[src/rtl/rv32i_imm_encoder.sv]
// RV32I instruction encoder: takes a decoded field set plus a sign-extended immediate,
// range-checks the immediate for the selected format and packs the architectural word.
module rv32i_imm_encoder #(
    parameter logic [31:0] NOP_WORD = 32'h0000_0013
) (
    input  logic        clk,
    input  logic        reset_n,
    input  logic        in_valid,
    output logic        in_ready,
    input  logic        I_type_en,
    input  logic        L_type_en,
    input  logic        S_type_en,
    input  logic        B_type_en,
    input  logic        J_type_en,
    input  logic        U_type_en,
    input  logic [4:0]  in_rd,
    input  logic [4:0]  in_rs1,
    input  logic [4:0]  in_rs2,
    input  logic [2:0]  in_funct3,
    input  logic [6:0]  in_funct7,
    input  logic [31:0] in_imm,
    output logic        out_valid,
    input  logic        out_ready,
    output logic [31:0] instr,
    output logic        err,
    output logic [1:0]  err_code,
    output logic [15:0] instr_count,
    output logic [15:0] err_count
);

    localparam int SEL_I = 0;
    localparam int SEL_L = 1;
    localparam int SEL_S = 2;
    localparam int SEL_B = 3;
    localparam int SEL_J = 4;
    localparam int SEL_U = 5;

    localparam logic [6:0] OP_I = 7'b0010011;
    localparam logic [6:0] OP_L = 7'b0000011;
    localparam logic [6:0] OP_S = 7'b0100011;
    localparam logic [6:0] OP_B = 7'b1100011;
    localparam logic [6:0] OP_J = 7'b1101111;
    localparam logic [6:0] OP_U = 7'b0110111;

    function automatic logic is_shift(input logic [5:0] sel, input logic [2:0] f3);
        return sel[SEL_I] && (f3 == 3'b001 || f3 == 3'b101);
    endfunction

    // Priority: bad select, then misalignment, then range.
    function automatic logic [1:0] check_fields(input logic [5:0] sel, input logic [2:0] f3,
                                                input logic [31:0] imm);
        logic signed [31:0] v;
        logic signed [31:0] lo;
        logic signed [31:0] hi;
        logic [1:0]         code;
        v    = imm;
        lo   = -32'sd2048;
        hi   = 32'sd2047;
        code = 2'd0;
        if (sel[SEL_B]) begin
            lo = -32'sd4096;
            hi = 32'sd4094;
        end
        if (sel[SEL_J]) begin
            lo = -32'sd1048576;
            hi = 32'sd1048574;
        end
        if (is_shift(sel, f3)) begin
            lo = 32'sd0;
            hi = 32'sd31;
        end
        if (!$onehot(sel))
            code = 2'd1;
        else if ((sel[SEL_B] || sel[SEL_J]) && imm[0])
            code = 2'd3;
        else if (sel[SEL_U])
            code = (imm[11:0] != 12'd0) ? 2'd2 : 2'd0;
        else if (v < lo || v > hi)
            code = 2'd2;
        return code;
    endfunction

    function automatic logic [31:0] pack_word(input logic [5:0] sel, input logic [4:0] rd,
                                              input logic [4:0] rs1, input logic [4:0] rs2,
                                              input logic [2:0] f3, input logic [6:0] f7,
                                              input logic [31:0] imm);
        logic [31:0] w;
        w = {imm[31:12], rd, OP_U};
        if (sel[SEL_I])
            w = is_shift(sel, f3) ? {f7, imm[4:0], rs1, f3, rd, OP_I}
                                  : {imm[11:0], rs1, f3, rd, OP_I};
        else if (sel[SEL_L])
            w = {imm[11:0], rs1, f3, rd, OP_L};
        else if (sel[SEL_S])
            w = {imm[11:5], rs2, rs1, f3, imm[4:0], OP_S};
        else if (sel[SEL_B])
            w = {imm[12], imm[10:5], rs2, rs1, f3, imm[4:1], imm[11], OP_B};
        else if (sel[SEL_J])
            w = {imm[20], imm[10:1], imm[11], imm[19:12], rd, OP_J};
        return w;
    endfunction

    logic        vld_p1;
    logic        vld_p2;
    logic [5:0]  sel_p1;
    logic [4:0]  rd_p1;
    logic [4:0]  rs1_p1;
    logic [4:0]  rs2_p1;
    logic [2:0]  funct3_p1;
    logic [6:0]  funct7_p1;
    logic [31:0] imm_p1;
    logic [1:0]  code_p1;
    logic [5:0]  sel_in;
    logic        accept;
    logic        advance;
    logic        deliver;

    assign sel_in    = {U_type_en, J_type_en, B_type_en, S_type_en, L_type_en, I_type_en};
    assign in_ready  = !vld_p2 || out_ready || !vld_p1;
    assign accept    = in_valid && in_ready;
    assign advance   = vld_p1 && (!vld_p2 || out_ready);
    assign deliver   = vld_p2 && out_ready;
    assign out_valid = vld_p2;

    // Stage 1: capture fields and check result
    always_ff @(posedge clk or negedge reset_n) begin
        if (!reset_n)
            vld_p1 <= 1'b0;
        else if (accept)
            vld_p1 <= 1'b1;
        else if (advance)
            vld_p1 <= 1'b0;
    end

    always_ff @(posedge clk) begin
        if (accept) begin
            sel_p1    <= sel_in;
            rd_p1     <= in_rd;
            rs1_p1    <= in_rs1;
            rs2_p1    <= in_rs2;
            funct3_p1 <= in_funct3;
            funct7_p1 <= in_funct7;
            imm_p1    <= in_imm;
            code_p1   <= check_fields(sel_in, in_funct3, in_imm);
        end
    end

    // Stage 2: packed word, held while downstream stalls
    always_ff @(posedge clk or negedge reset_n) begin
        if (!reset_n) begin
            vld_p2   <= 1'b0;
            instr    <= 32'd0;
            err      <= 1'b0;
            err_code <= 2'd0;
        end else if (advance) begin
            vld_p2   <= 1'b1;
            err_code <= code_p1;
            err      <= (code_p1 != 2'd0);
            instr    <= (code_p1 != 2'd0) ? NOP_WORD
                        : pack_word(sel_p1, rd_p1, rs1_p1, rs2_p1, funct3_p1, funct7_p1, imm_p1);
        end else if (deliver) begin
            vld_p2 <= 1'b0;
        end
    end

    always_ff @(posedge clk or negedge reset_n) begin
        if (!reset_n) begin
            instr_count <= 16'd0;
            err_count   <= 16'd0;
        end else if (deliver) begin
            instr_count <= instr_count + 16'd1;
            if (err && err_count != 16'hFFFF)
                err_count <= err_count + 16'd1;
        end
    end

endmodule

[config.mk]
export PLATFORM = sky130hd
export DESIGN_NAME = rv32i_imm_encoder
export DESIGN_NICKNAME = d
export VERILOG_FILES = /design/src/rtl/rv32i_imm_encoder.sv
export SDC_FILE = /design/constraint.sdc
export NUM_CORES = 1
export LEC_CHECK = 0
export CAP_MARGIN = 10
export CORE_ASPECT_RATIO = 1.75
export CORE_MARGIN = 2
export CORE_UTILIZATION = 55
export DETAILED_ROUTE_END_ITERATION = 16
export PLACE_DENSITY = 0.86
export SKIP_LAST_GASP = 1
export SLEW_MARGIN = 25
export SYNTH_ARGS = -nofsm -noshare
export SYNTH_HDL_FRONTEND = slang
export SYNTH_SLANG_ARGS = --single-unit
[constraint.sdc]
create_clock -name clk -period 5.2 [get_ports clk]
set_clock_uncertainty 0.15 [all_clocks]
set_input_delay 0.78 -clock clk [delete_from_list [all_inputs] [get_ports clk]]
set_output_delay 0.78 -clock clk [all_outputs]
set_load 0.05 [all_outputs]
## Yosys cells after proc, flatten, opt, wreduce, memory -nomap -nowiden

Cells that the tools add are included.

| word-level totals | value |
|---|---|
| register bits | 133 |
| input bits | 67 |
| output and inout bits | 69 |
| word-level logic and storage cells | 76 |

| cells by class | value |
|---|---|
| add/sub/neg operators | 7 |
| $lt $le $gt $ge | 2 |
| eq/ne operators | 6 |
| muxes and demuxes | 23 |
| bitwise operators | 1 |
| reduce and logical (&&, ||, !) cells | 21 |

Operators with widths:

| operator | number |
|---|---|
| $mux W32 | 11 |
| $mux W20 | 2 |
| $add A16 B1 Y16 const B | 2 |
| $gt A32 B32 Y1 | 1 |
| $lt A32 B32 Y1 | 1 |
| $mux W12 | 2 |
| $ne A16 B16 Y1 const B | 1 |
| $reduce_bool A12 Y1 | 1 |
| $eq A3 B1 Y1 const B | 3 |
| $mux W2 | 4 |
| $logic_and A1 B1 Y1 | 7 |
| $add A1 B1 Y2 | 3 |
| $eq A3 B3 Y1 const B | 2 |
| $logic_or A1 B1 Y1 | 6 |
| $reduce_bool A2 Y1 | 3 |
| $mux W1 | 4 |
| $add A2 B2 Y3 | 1 |
| $add A3 B2 Y3 | 1 |
| $logic_not A1 Y1 | 2 |
| $reduce_and A2 Y1 | 1 |
| $reduce_or A2 Y1 | 1 |
| $not A1 Y1 | 1 |

## Longest topological paths before layout

Gate-level depths: netlist (run 1).

| logic depth | value |
|---|---|
| depth after elaboration | 10 |
| gate-level depth with buffers | 9 |
| mapped depth without buffers | 9 |

## Worst setup path before layout (run 1)

Ideal clock, no wire load.

| path | value |
|---|---|
| kind | input-to-reg |
| start point | input out_ready |
| end point | register code_p1[0], enable pin |
| library setup time | 0.429 ns |
| arrival time | 2.825 ns |
| required time | 4.621 ns |
| setup slack | 1.796 ns |
| stages | 2 |
| buffers on the path | 0 |
| path through | nand3b_1 > and2_1 |

| between the ends | value |
|---|---|
| longest elaborated chain between the ends | 3 |

Ends and longest elaborated chain:

| element | line | RTL |
|---|---|---|
| start, declared | 23 | `input logic out_ready,` |
| $logic_or A1 B1 Y1 (2 in series) | 119 | `assign in_ready = !vld_p2 \|\| out_ready \|\| !vld_p1;` |
| $logic_and A1 B1 Y1 | 120 | `assign accept = in_valid && in_ready;` |
| net accept | 114 | `logic accept;` |
| end signal, assigned | 144 | `code_p1 <= check_fields(sel_in, in_funct3, in_imm);` |
| end, declared | 112 | `logic [1:0] code_p1;` |

The timed path passes the listed nets, and every way through them passes these cells.
A chain may end at the register's enable or synchronous reset.

## Worst setup path after layout (run 1)

| path | value |
|---|---|
| start point | input B_type_en |
| end point | register code_p1[1], data pin |

| between the ends | value |
|---|---|
| longest elaborated chain between the ends | 9 |

Ends and longest elaborated chain:

| element | line | RTL |
|---|---|---|
| start, declared | 13 | `input logic B_type_en,` |
| $mux W12 | 60 | `if (sel[SEL_B]) begin` |
| $mux W20 | 64 | `if (sel[SEL_J]) begin` |
| $mux W32 | 68 | `if (is_shift(sel, f3)) begin` |
| $mux W32 | 136 | `if (accept) begin` |
| $lt A32 B32 Y1 / $gt A32 B32 Y1 (equally long branches) | 78 | `else if (v < lo \|\| v > hi)` |
| $logic_or A1 B1 Y1 | 78 |  |
| $mux W2 | 78 |  |
| $mux W2 | 76 | `else if (sel[SEL_U])` |
| $mux W2 | 74 | `else if ((sel[SEL_B] \|\| sel[SEL_J]) && imm[0])` |

Parallel ways exist; a longest one is shown, timed or not. The select of a mux whose other input is x is not followed.

==> qor.yml, run 1 <==
outcome: "finished clean"
fin_area_sq_um: 8280
die_area_sq_um: 12200
cp_common_cell: "fa_1"
tns_ns: 0
gr-usage-all-layers_pct: 25.2
insertion_delay_ns: 0.41
grt-ovfl-total: 0
synth_edf_count: 64
p_int_mw: 2.25
post_cts_buffers: 0
drive_above_1_share_pct: 7.80
total_power_mw: 3.23
yosysSeqAreaShare_pct: 58.5
path_class: "in2reg"
p_leak_nw: 3.32
postSynth.asyncResetShare_pct: 51.5
yosysTopAreaCell: "edfxtp_1"
hold_ws_ns: 0.332
cts_buffer_depth: 2
slowest_delay_ns: 0.54
via_count: 4635
n_fill_cell: 715
slew_headroom_pct: 41.4
multi_input_area_sq_um: 2460
synthesis.area_sq_um: 6190
synth-main-ff-cell: "dfrtp_1"
fin_crit_ns: 3.58
p_seq_share_pct: 40.7
worst_setup_path_end_kind: "register"
combPwrFrac_pct: 22.0
cts_tree: "done"
fmax_mhz: 279
clkPwrFrac_pct: 37.3
viasPerCell: 5.80
timing_hold_violations_final: 0
die-height_um: 144
start_util_pct: 56.1
root_buffer: "clkbuf_16"
timing.final.crit_share_pct: 68.9
powerDensity_nw_per_um2: 390
start_kind: "primary input"
cp_data_required_time_ns: 5.29
diodes: 0
place_area_sq_um: 7660
switching_share_pct: 30.5
ys_warn_count: 0
net-switching-power_uw: 984
dr.first_iter.drc_count: 237
yosysMostFrequentCell: "dfrtp_1"
fin_nets: 763
grt_pass1_vias: 4666
ant_nets: 0
cts-resized-gates: 0
arrival_ns: 3.68
io-pin-count: 136
path_clk_slew_ns: 0.05
reg2reg_depth: 3
holdPathStages: 1
syn_area_per_cell_sq_um: 12.2
path_cells: "clkdlybuf4s50_1 -> fa_1 -> inv_1 -> fa_1 -> inv_1 -> ha_1 -> fa_1 -> nor3b_1 -> o21ai_0 -> a21oi_1"
antenna_found_initial: 0
grt_pass1_wl_mm: 23.3
htreeDepth: 4
synthDistinctLibCells: 50
ir_worst_vdd_v: 0.000393
cts_buffers: 17
io_buffer_count: 135
cts_sinks: 132
cts_hold_buf: 0
ys_ff_latch: 132
syn-num-nets: 618
rsz0062_at_grt: "no"
post-dp-hpwl_mm: 11.1
drtPass1Iterations: 5
worst_slew_pin_slew_ns: 0.879
core_area_sq_um: 11000
slowest_stage: "fa_1"
setup_viol: 0
dieWidth_um: 84.2
yosys-top-cells-area: "edfxtp_1 (31%), dfrtp_1 (27%), ha_1 (7.9%), o21ai_0 (3.8%), nand2_1 (3.4%)"
globalplace.congestion: 0.930
drt_wl_total_mm: 14.9
drcViolationCount: 0
netlist_instances: 509
routedWlPerCell_um: 18.7
max-cap-violations: 0
row_count: 51
crit_path_max_fanout: 6
hold_path_class: "reg2reg"
regArea_sq_um: 3620
netlist_top_cells_count: "dfrtp_1 (68), edfxtp_1 (64), nand2_1 (56)"
grt_max_degree: 69
maxSlewViolCount: 0
synth_top_area_share_pct: 31.0
area_delta_synth_final_pct: 33.7
## worst max-delay path: cells and delay by family
kind                       cells  cell delay [ns]
adders and majority gates      4             1.65
buffers and inverters          3             0.61
and+or+nand+nor                1             0.31
AOI/OAI and AO/OA              2             0.33
## power by group through the flow
stage,sequential (mW),combinational (mW),clock (mW)
6_report,1.32,0.709,1.21
3_3_place_gp,1.32,0.690,0
3_5_place_dp,1.33,0.709,0
5_1_grt,1.33,0.755,1.27
4_1_cts,1.32,0.715,1.22
2_1_floorplan,1.55,0.205,0
## routing by layer
layer / GRT usage (%) / up-vias / wire length [um]
met2: 47.3 / 203 / 8320
met4: 11.0 / 0 / 417
li1: - / 2165 / -
met5: 0 / - / 0
met3: 5.08 / 25 / 767
met1: 27.0 / 2242 / 5410
## flip-flops by register name (all words and copies together), names as in the netlist, 2 cells and up
| register | flops |
|---|---|
| code_p1 | 2 |
| err_code | 2 |
| err_count | 16 |
| funct3_p1 | 3 |
| funct7_p1 | 7 |
| imm_p1 | 32 |
| instr | 31 |
| instr_count | 16 |
| rd_p1 | 5 |
| rs1_p1 | 5 |
| rs2_p1 | 5 |
| sel_p1 | 5 |
## logic make-up (layout without fill, tap and decap cells)
| logic type | after synthesis | count (layout) | share of synthesized area [%] |
|---|---|---|---|
| AOI/OAI and AO/OA | 97 | 97 | 9.50 |
| muxes | 19 | 19 | 3.15 |
| adders and majority gates | 42 | 42 | 8.85 |
| DFF | 132 | 132 | 58.5 |
| buffers and inverters | 24 | 182 | 1.76 |
| and+or+nand+nor | 165 | 165 | 14.0 |
| xor gates and xnor gates | 30 | 30 | 4.24 |
## stage by stage
stage | instances | setup WS, ns | util (%)
detailed placement | 767 | 1.32 | 69.4
finish | 799 | 1.62 | 75.0
floorplan | 509 | 1.80 | -
global route | 799 | 1.54 | 75.0
CTS | 799 | 1.66 | 75.0
global placement | 767 | 1.40 | 69.4
## worst paths after layout
check                                                   end  slack (ns)                        start
worst min-delay path            instr_count[15]$_DFFE_PN0P_        0.33  instr_count[15]$_DFFE_PN0P_
max in group asynchronous             instr[31]$_DFFE_PN0P_        3.90                      reset_n
worst max register to register       funct3_p1[0]$_DFFE_PP_        2.94           vld_p1$_DFFE_PN0P_
min in group asynchronous          err_count[3]$_DFFE_PN0P_        0.39                      reset_n
worst min register to register  instr_count[15]$_DFFE_PN0P_        0.33  instr_count[15]$_DFFE_PN0P_
worst max-delay path               code_p1[1]$_SDFFCE_PP0P_        1.62                    B_type_en
## placed cells by master (no fill, tap or decap), drive strengths merged, types with 13 or more instances in the layout
cell type,n
nand4,15
nor3,14
ha,39
clkdlybuf4s50,134
nor2,31
clkbuf,22
a21oi,20
edfxtp,64
mux2i,15
dfrtp,68
nand2,56
xnor2,17
xor2,13
o21ai,47
## area by class of cell
cell class / count / area share, %
flip-flops and latches: 132 / 43.8
multi-input cells: 353 / 29.7
repair buffers: 138 / 16.5
clock buffers: 22 / 5.98
well taps: 132 / 1.99
clock inverters: 10 / 1.47
inverters: 12 / 0.544
(Power assumes the default switching activity.)
==> run 2: changes to the inputs <==
CORE_UTILIZATION = 51   (was 55)
PLACE_DENSITY = 0.8   (was 0.86)
clock period = 3.31 ns   (was 5.2 ns; I/O delays follow)
==> qor.yml, run 2 (synthesis gave the netlist of run 1 again) <==
hold_path_class: "in2async"  # was reg2reg
worst_setup_path_end_kind: "register"  # unchanged
reg2reg_depth: 5  # was 3
htreeDepth: 4  # unchanged
grt_pass1_wl_mm: 23.7  # was 23.3 mm
start_util_pct: 51.9  # was 56.1%
r2r_start: "sel_p1[3]$_DFFE_PP_"  # was vld_p1$_DFFE_PN0P_
layout_common_cells: "clkdlybuf4s50_1 (134), dfrtp_1 (68), edfxtp_1 (64)"  # unchanged
max-cap-violations: 0  # unchanged
hold_ws_ns: 0.107  # was 0.332 ns
dr.first_iter.drc_count: 222  # was 237
worst_slew_pin_slew_ns: 0.855  # was 0.879 ns
arrival_ns: 3.18  # was 3.68 ns
outcome: "finished clean"  # unchanged
rsz0062_at_grt: "no"  # unchanged
largest_register_ffs: 32  # unchanged
fin_crit_ns: 3.08
die-height_um: 150  # was 144 um
path_buf_inv: 3  # unchanged
io_buffer_count: 135  # unchanged
gr-usage-all-layers_pct: 23.9  # was 25.2%
io-pin-count: 136  # unchanged
cp_top_family: "adder cells"  # unchanged
final_common_cell: "clkdlybuf4s50_1"  # unchanged
viasPerCell: 5.64  # was 5.80
grt_pass1_vias: 4823  # was 4666
globalplace.congestion: 0.870  # was 0.930
fin_nets: 776  # was 763
path_clk_slew_ns: 0.06  # was 0.05 ns
drive_above_1_share_pct: 9.56  # was 7.80%
n_fill_cell: 876  # was 715
area_delta_synth_final_pct: 34.9  # was 33.7%
diodes: 0  # unchanged
cts_buffers: 17  # unchanged
cp_data_required_time_ns: 3.42  # was 5.29 ns
drcViolationCount: 0  # unchanged
setup_viol: 0  # unchanged
timing_hold_violations_final: 0  # unchanged
drtPass1Iterations: 4  # was 5
path_cells: "clkdlybuf4s50_1 -> fa_1 -> inv_1 -> fa_1 -> inv_1 -> ha_1 -> fa_1 -> nor3b_2 -> o21ai_0 -> a21oi_1"  # was clkdlybuf4s50_1 -> fa_1 -> inv_1 -> fa_1 -> inv_1 -> ha_1 -> fa_1 -> nor3b_1 -> o21ai_0 -> a21oi_1
routedWlPerCell_um: 18.3  # was 18.7 um
core_area_sq_um: 11900  # was 11000 sq um
place_inst: 785  # was 767
dieWidth_um: 87.3  # was 84.2 um
regToRegSetupSlack_ns: 1.14  # was 2.94 ns
cts_sinks: 132  # unchanged
reg_top3: "imm_p1 (32), instr (31)"  # unchanged
ant_nets: 0  # unchanged
crit_path_max_fanout: 3  # was 6
rr_endpoint: "instr[27]$_DFFE_PN0P_"  # was funct3_p1[0]$_DFFE_PP_
slowest_delay_ns: 0.56  # was 0.54 ns
post_cts_buffers: 0  # unchanged
fin_cells: 817  # was 799
fmax_mhz: 325
tns_ns: 0  # unchanged
grt-ovfl-total: 0  # unchanged
slowest_stage: "fa_1"  # unchanged
drt_wl_total_mm: 15.0  # was 14.9 mm
crit_start: "I_type_en"  # was B_type_en
maxSlewViolCount: 0  # unchanged
insertion_delay_ns: 0.41  # about the same
slew_headroom_pct: 43.0  # was 41.4%
path_class: "in2reg"  # unchanged
start_kind: "primary input"  # unchanged
via_count: 4611  # was 4635
ir_worst_vdd_v: 0.000294  # was 0.000393 V
grt_max_degree: 69  # unchanged
post-dp-hpwl_mm: 11.7  # was 11.1 mm
largest-register: "imm_p1"  # unchanged
timing.final.crit_share_pct: 93.0
root_buffer: "clkbuf_16"  # unchanged
cts_tree: "done"  # unchanged
total_power_mw: 4.98  # was 3.23 mW
antenna_found_initial: 0  # unchanged
fin_util_pct: 70.0  # was 75.0%
cp_common_cell: "fa_1"  # unchanged
row_count: 53  # was 51
die_area_sq_um: 13100  # was 12200 sq um
cts_buffer_depth: 2  # unchanged
crit_cells: 10  # unchanged
p_leak_nw: 3.36  # was 3.32 nW
critPathCapture: "code_p1[1]$_SDFFCE_PP0P_"  # unchanged
powerDensity_nw_per_um2: 597  # was 390 nW/um^2
==> run 2: cell count changes in the layout (fill, tap and decap cells not counted) <==
cell | before | now
clkinv_4 | 4 | 1
nor3b_1 | 3 | 2
buf_4 | 3 | 15
nor3b_2 | 0 | 1
clkinv_2 | 0 | 3
clkinvlp_4 | 3 | 5
inv_6 | 0 | 1
clkbuf_8 | 3 | 0
buf_12 | 0 | 1
clkinv_1 | 1 | 2
clkbuf_16 | 18 | 17
==> run 2: how the worst min path moves through the flow <==
stage,cells after the start,from,to,slack (ns)
global route,2,reset_n,err_count[4]$_DFFE_PN0P_,0.21
global placement,2,instr[22]$_DFFE_PN0P_,instr[22]$_DFFE_PN0P_,0.32
floorplan,0,reset_n,err$_DFFE_PN0P_,0.05
finish,2,reset_n,err_count[5]$_DFFE_PN0P_,0.11
detailed placement,2,instr[7]$_DFFE_PN0P_,instr[7]$_DFFE_PN0P_,0.32
CTS,2,reset_n,err_count[5]$_DFFE_PN0P_,0.15
==> run 2: where the power goes <==
group	switching, mW	leakage [nW]	internal, mW
clock network	0.684	0.263	1.10
logic	0.704	1.60	0.428
registers	0.169	1.50	1.90
==> run 2: repair_timing <==
action                                  CTS  global route
endpoints found under the setup margin    0             1
hold buffers                              0             0
resized for setup                         0             1
==> run 2: stage by stage <==
step                      worst slack [ns]  area (sq um)
after global routing                0.0804          8350
after global placement              -0.163          7780
after floorplan                     0.0196          6190
after detailed placement            -0.254          7780
final                                0.233          8350
after CTS                            0.182          8350
==> run 2: final cells by class <==
class	instances	area [sq um]	share of cell area, %
Multi-Input combinational cell	353	2470	29.5
Inverter	12	45.0	0.539
Sequential cell	132	3620	43.4
Clock inverter	14	138	1.65
Timing Repair Buffer	151	1480	17.7
Clock buffer	18	429	5.14
Tap cell	137	171	2.05
==> run 2: per-layer routing <==
| metal | part of all wire [%] | GRT usage, % | routed length, um | vias up |
|---|---|---|---|---|
| met2 | 56 | 44.5 | 8380 | 148 |
| met1 | 37 | 25.3 | 5500 | 2239 |
| met3 | 4.3 | 4.80 | 651 | 30 |
| li1 | - | - | - | 2194 |
| met5 | 0 | 0 | 0 | - |
| met4 | 2.9 | 10.2 | 435 | 0 |
==> patch 1: new RTL, flow settings as in run 1 <==
Register the output `instr_count` once more; this adds one clock of latency there. The other outputs are not delayed to match.
--- a/src/rtl/rv32i_imm_encoder.sv
+++ b/src/rtl/rv32i_imm_encoder.sv
@@ -41,6 +41,8 @@
     localparam logic [6:0] OP_B = 7'b1100011;
     localparam logic [6:0] OP_J = 7'b1101111;
     localparam logic [6:0] OP_U = 7'b0110111;
+
+    logic [15:0] instr_count_s0;
 
     function automatic logic is_shift(input logic [5:0] sel, input logic [2:0] f3);
         return sel[SEL_I] && (f3 == 3'b001 || f3 == 3'b101);
@@ -165,14 +167,18 @@
 
     always_ff @(posedge clk or negedge reset_n) begin
         if (!reset_n) begin
-            instr_count <= 16'd0;
+            instr_count_s0 <= 16'd0;
             err_count   <= 16'd0;
         end else if (deliver) begin
-            instr_count <= instr_count + 16'd1;
+            instr_count_s0 <= instr_count_s0 + 16'd1;
             if (err && err_count != 16'hFFFF)
                 err_count <= err_count + 16'd1;
         end
     end
 
+    always_ff @(posedge clk) begin
+        instr_count <= instr_count_s0;
+    end
+
 endmodule
 
Function: changed (a bounded check fails within 4 cycles, from zero or initial values and one cycle with reset_n low).
==> patch 1 against run 1 <==
  * Clock power shrank 6%
  * Area after synthesis increased by 6.0%
  * Sequential cell count increased by 16
  * Total power is 2.7% higher
  * Count of clock-buffer cells in the layout unchanged
  * Register-to-register slack worse by 0.25 ns
  * Sequential power rose by 11%
  * Wire length grew 2.5%
  * Design area increased by 3.8%
  * Worst setup slack better by 0.16 ns
  * Critical endpoint unchanged
==> patch 1: results (changes against run 1) <==
[run_status]
outcome = completed

[logic_synthesis]
synth_top_cells_by_count = 68 x sky130_fd_sc_hd__dfrtp_1, 64 x sky130_fd_sc_hd__edfxtp_1, 51 x sky130_fd_sc_hd__nand2_1
post_synthesis_net_count = 640  ; +3.6%
synthMuxAreaShare_pct = 3.888  ; +0.74 points
sequential_element_share_of_the_synthesized_area_pct = 60.07  ; +1.6 points
synth_xor_xnor_area_share_pct = 4.002  ; -0.24 points
synth_area_in_compound_gates_pct = 9.053  ; -0.44 points
yosysWarningCount = 0  ; unchanged

[detailed_routing]
first_iter_violations = 265  ; +12%
vias = 4703  ; +1.5%
drt_pass1_iterations = 6  ; +1

[worst_hold_path]
worst_hold_startpoint = instr_count_s0[15]$_DFFE_PN0P_
hold_path.class = reg -> reg

[setup_path]
crit_path_start = I_type_en
cp_data_arrival_time_ns = 3.43  ; -0.25 ns
worstReg2RegEnd = instr[6]$_DFFE_PN0P_
crit_path_max_fanout = 18  ; +12
reg2reg_slack_ns = 2.69  ; -0.25 ns
reg2reg_depth = 5  ; +2
regToRegStartpoint = out_valid$_DFFE_PN0P_
critical-path-slowest-cell = sky130_fd_sc_hd__clkdlybuf4s50_1

[grt]
grt_usage_pct = 24.66  ; -0.51 points
grt_first_pass_wirelength_microns = 23810  ; +2.0%
via_count_of_the_first_global_routing_pass = 4835  ; +3.6%

[finish]
drive_above_1_share_pct = 7.558  ; -0.24 points
layout_fillers = 772  ; +8.0%
nets = 784  ; +2.8%

[placement]
placement_setup_slack_ns = 1.302  ; -0.01334 ns
place_congestion = 0.8894  ; -4.4%
post_dp_cell_area_sq_um = 8029  ; +4.8%

[power_and_ir_drop]
sw_share_pct = 30.58  ; +0.13 points
power.static_leakage_uw = 0.003531  ; +6.5%
vdd_drop_max_uv = 188.8  ; -52%

[sta]
final_critical_path_setup_slack_ns = 1.779  ; +0.1615 ns

==> patch 1: cell families (layout without fill, tap and decap cells) <==
kind of cell / count (synthesis) / in the layout
mux: 25 / 25
buf+inv: 27 / 184
flops: 148 / 148
compound gates: 95 / 95
simple gates: 164 / 164
fa+ha+maj: 42 / 42
xor+xnor: 30 / 30
==> patch 1: power by group through the flow <==
stage          logic, uW  clock network (uW)  registers, uW
2_1_floorplan        209                   0           1700
3_3_place_gp         694                   0           1480
3_5_place_dp         718                   0           1480
4_1_cts              721                1150           1460
5_1_grt              762                1200           1480
6_report             715                1140           1470
==> patch 1: metrics by stage <==
| step | cells | power (uW) |
|---|---|---|
| 2_1_floorplan | 531 | 1906 |
| 3_3_place_gp | 791 | 2171 |
| 3_5_place_dp | 791 | 2203 |
| 4_1_cts | 823 | 3338 |
| 5_1_grt | 823 | 3440 |
| 6_report | 823 | 3320 |
==> patch 1: how the worst min path moves through the flow <==
| stage | to | cells after the start | slack (ns) |
|---|---|---|---|
| after global placement | instr_count[15]$_DFF_P_ | 0 | 0.23 |
| after CTS | instr_count[15]$_DFF_P_ | 0 | 0.25 |
| after global routing | instr_count[15]$_DFF_P_ | 0 | 0.27 |
| after detailed placement | instr_count[15]$_DFF_P_ | 0 | 0.23 |
| after floorplan | instr_count[15]$_DFF_P_ | 0 | 0.22 |
| final | instr_count[15]$_DFF_P_ | 0 | 0.24 |
==> patch 1: cell type report <==
class / count / area, sq um / share of cell area, %
clock buffers: 22 / 496.7 / 5.780
clock inverters: 10 / 68.82 / 0.8007
inverters: 13 / 48.80 / 0.5678
multi-input cells: 356 / 2491 / 28.99
flip-flops and latches: 148 / 3944 / 45.89
well taps: 135 / 168.9 / 1.965
repair buffers: 139 / 1376 / 16.01
==> patch 1: metal layers <==
metal	global-route usage [%]	up-vias	share of wire, %	wire [microns]
met4	11.17	0	2.9	437
li1	-	2224	-	-
met1	25.14	2290	36	5527
met2	46.88	160	57	8756
met5	0	-	0	0
met3	4.772	29	3.6	557
==> patch 1: critical path, delay by kind of cell <==
family,cells,cell delay [ns]
buf+inv,2,1.06
fa+ha+maj,1,0.30
compound gates,3,0.57
simple gates,3,0.70
==> patch 2: new RTL, config.mk and constraints of run 1 <==
Without the edit above. Change the parameter `NOP_WORD` from 32'h0000_0013 to 32'h00000009.
--- a/src/rtl/rv32i_imm_encoder.sv
+++ b/src/rtl/rv32i_imm_encoder.sv
@@ -1,7 +1,7 @@
 // RV32I instruction encoder: takes a decoded field set plus a sign-extended immediate,
 // range-checks the immediate for the selected format and packs the architectural word.
 module rv32i_imm_encoder #(
-    parameter logic [31:0] NOP_WORD = 32'h0000_0013
+    parameter logic [31:0] NOP_WORD = 32'h00000009
 ) (
     input  logic        clk,
     input  logic        reset_n,
Formal check against the unedited RTL: not equivalent (a bounded check fails within 4 cycles, from zero or initial values and one cycle with reset_n low).
==> patch 2 against run 1 <==
  * Design area down 0.70%
  * Wire length up 0.24%
  * Area after synthesis down 0.71%
  * Sequential cell count up 1
  * Worst hold slack worse by 0.011 ns
  * Critical endpoint unchanged
  * Count of clock-buffer cells in the layout down 4
  * Largest cell class unchanged
  * Highest routed layer unchanged
  * Combinational power about the same
  * Worst setup slack worse by 0.56 ns
  * Critical path depth up 2
  * Largest power group unchanged
  * Non-clock buffer count unchanged
  * Register-to-register slack worse by 0.03 ns
  * Total power down 1.3%
==> patch 2: results (changes against run 1) <==
[run_status]
outcome = completed

[detailed_routing]
wl_microns = 14950  ; +0.24%
vias = 4712  ; +1.7%
first_iter_violations = 258  ; +8.9%

[power_and_ir_drop]
power.static_leakage_uw = 0.003283  ; -1.0%
vdd_drop_max_uv = 456.6  ; +16%
clock_power_share_pct = 36.6  ; -0.7 points
sw_share_pct = 31.38  ; +0.92 points
clock_network_power_uw = 1170  ; -3%

[finish]
nNonClkInverters = 8  ; -4
final.clkbuf_count = 18  ; -18%
biggestRegsByFlops = imm_p1 x32, instr x32
layout_fillers = 690  ; -3.5%
share_of_the_final_layout_cell_area_in_multi_input_gates_pct = 29.53  ; -0.19 points
multi_input_cells = 355  ; +0.57%
layout.clock.cell_area_share_pct = 7.075  ; -0.37 points
layout.nonclk_buf_share_pct = 16.65  ; +0.12 points
sh_seq_area_pct = 44.37  ; +0.61 points

[logic_synthesis]
mapped_avg_cell_area_sq_um = 12.13  ; -0.32%
synth_top_cells_by_count = 69 x sky130_fd_sc_hd__dfrtp_1, 64 x sky130_fd_sc_hd__edfxtp_1, 59 x sky130_fd_sc_hd__nand2_1
ys_async_sr_fraction_pct = 51.88  ; +0.36 points
post_synthesis_net_count = 616  ; -0.32%
synth_xor_xnor_area_share_pct = 4.274  ; +0.030 points
sequential_element_share_of_the_synthesized_area_pct = 59.34  ; +0.82 points
synth_fa_ha_area_share_pct = 8.913  ; +0.063 points
postSynthCellCount = 507  ; -0.39%
synthMuxAreaShare_pct = 2.991  ; -0.16 points
yosys.cell_types.count = 51  ; +2.0%
synth_area_in_compound_gates_pct = 9.646  ; +0.15 points

[grt]
grt_first_pass_wirelength_microns = 23740  ; +1.7%
use_met1_pct = 26.12  ; -0.88 points
use_met2_pct = 49.01  ; +1.7 points
groute.layer.met3.usage_pct = 5.227  ; +0.15 points
grt_max_degree = 70  ; +1.4%
grt_usage_pct = 25.65  ; +0.48 points

[setup_path]
cp_data_arrival_time_ns = 4.24  ; +0.56 ns
crit_path_max_fanout = 3  ; -3

[cts]
tritoncts_num_sinks = 133  ; +0.76%

[placement]
post-place-cells = 766  ; -0.13%
placement_setup_slack_ns = 0.6432  ; -0.6720 ns
post_dp_cell_area_sq_um = 7641  ; -0.29%
place_congestion = 0.9336  ; +0.35%

patch 2: cell types whose count changed after synthesis, sizes merged, moves of 3 or more:
cell    before  now
nand2       56   59
buf          6    1
xnor2       17   24
inv         12    8
clkbuf       6   10
nand4       15   11
nand3       10   21
nor2        31   26
nor2b        4    8
xor2        13    6
patch 2: path summary, 6_finish.rpt:
check	to	slack (ns)	from
max in group asynchronous	err_code[1]$_DFFE_PN0P_	3.92	reset_n
worst min register to register	instr[0]$_DFFE_PN0P_	0.32	instr[0]$_DFFE_PN0P_
worst max register to register	rs1_p1[4]$_DFFE_PP_	2.91	out_valid$_DFFE_PN0P_
worst min-delay path	instr[0]$_DFFE_PN0P_	0.32	instr[0]$_DFFE_PN0P_
worst max-delay path	code_p1[1]$_SDFFCE_PP0P_	1.05	I_type_en
min in group asynchronous	err_count[13]$_DFFE_PN0P_	0.40	reset_n
patch 2: metal layers:
metal  wire length (microns)  vias up
met5                       0        -
li1                        -     2174
met2                    8359      193
met1                    5313     2297
met3                     647       48
met4                     625        0
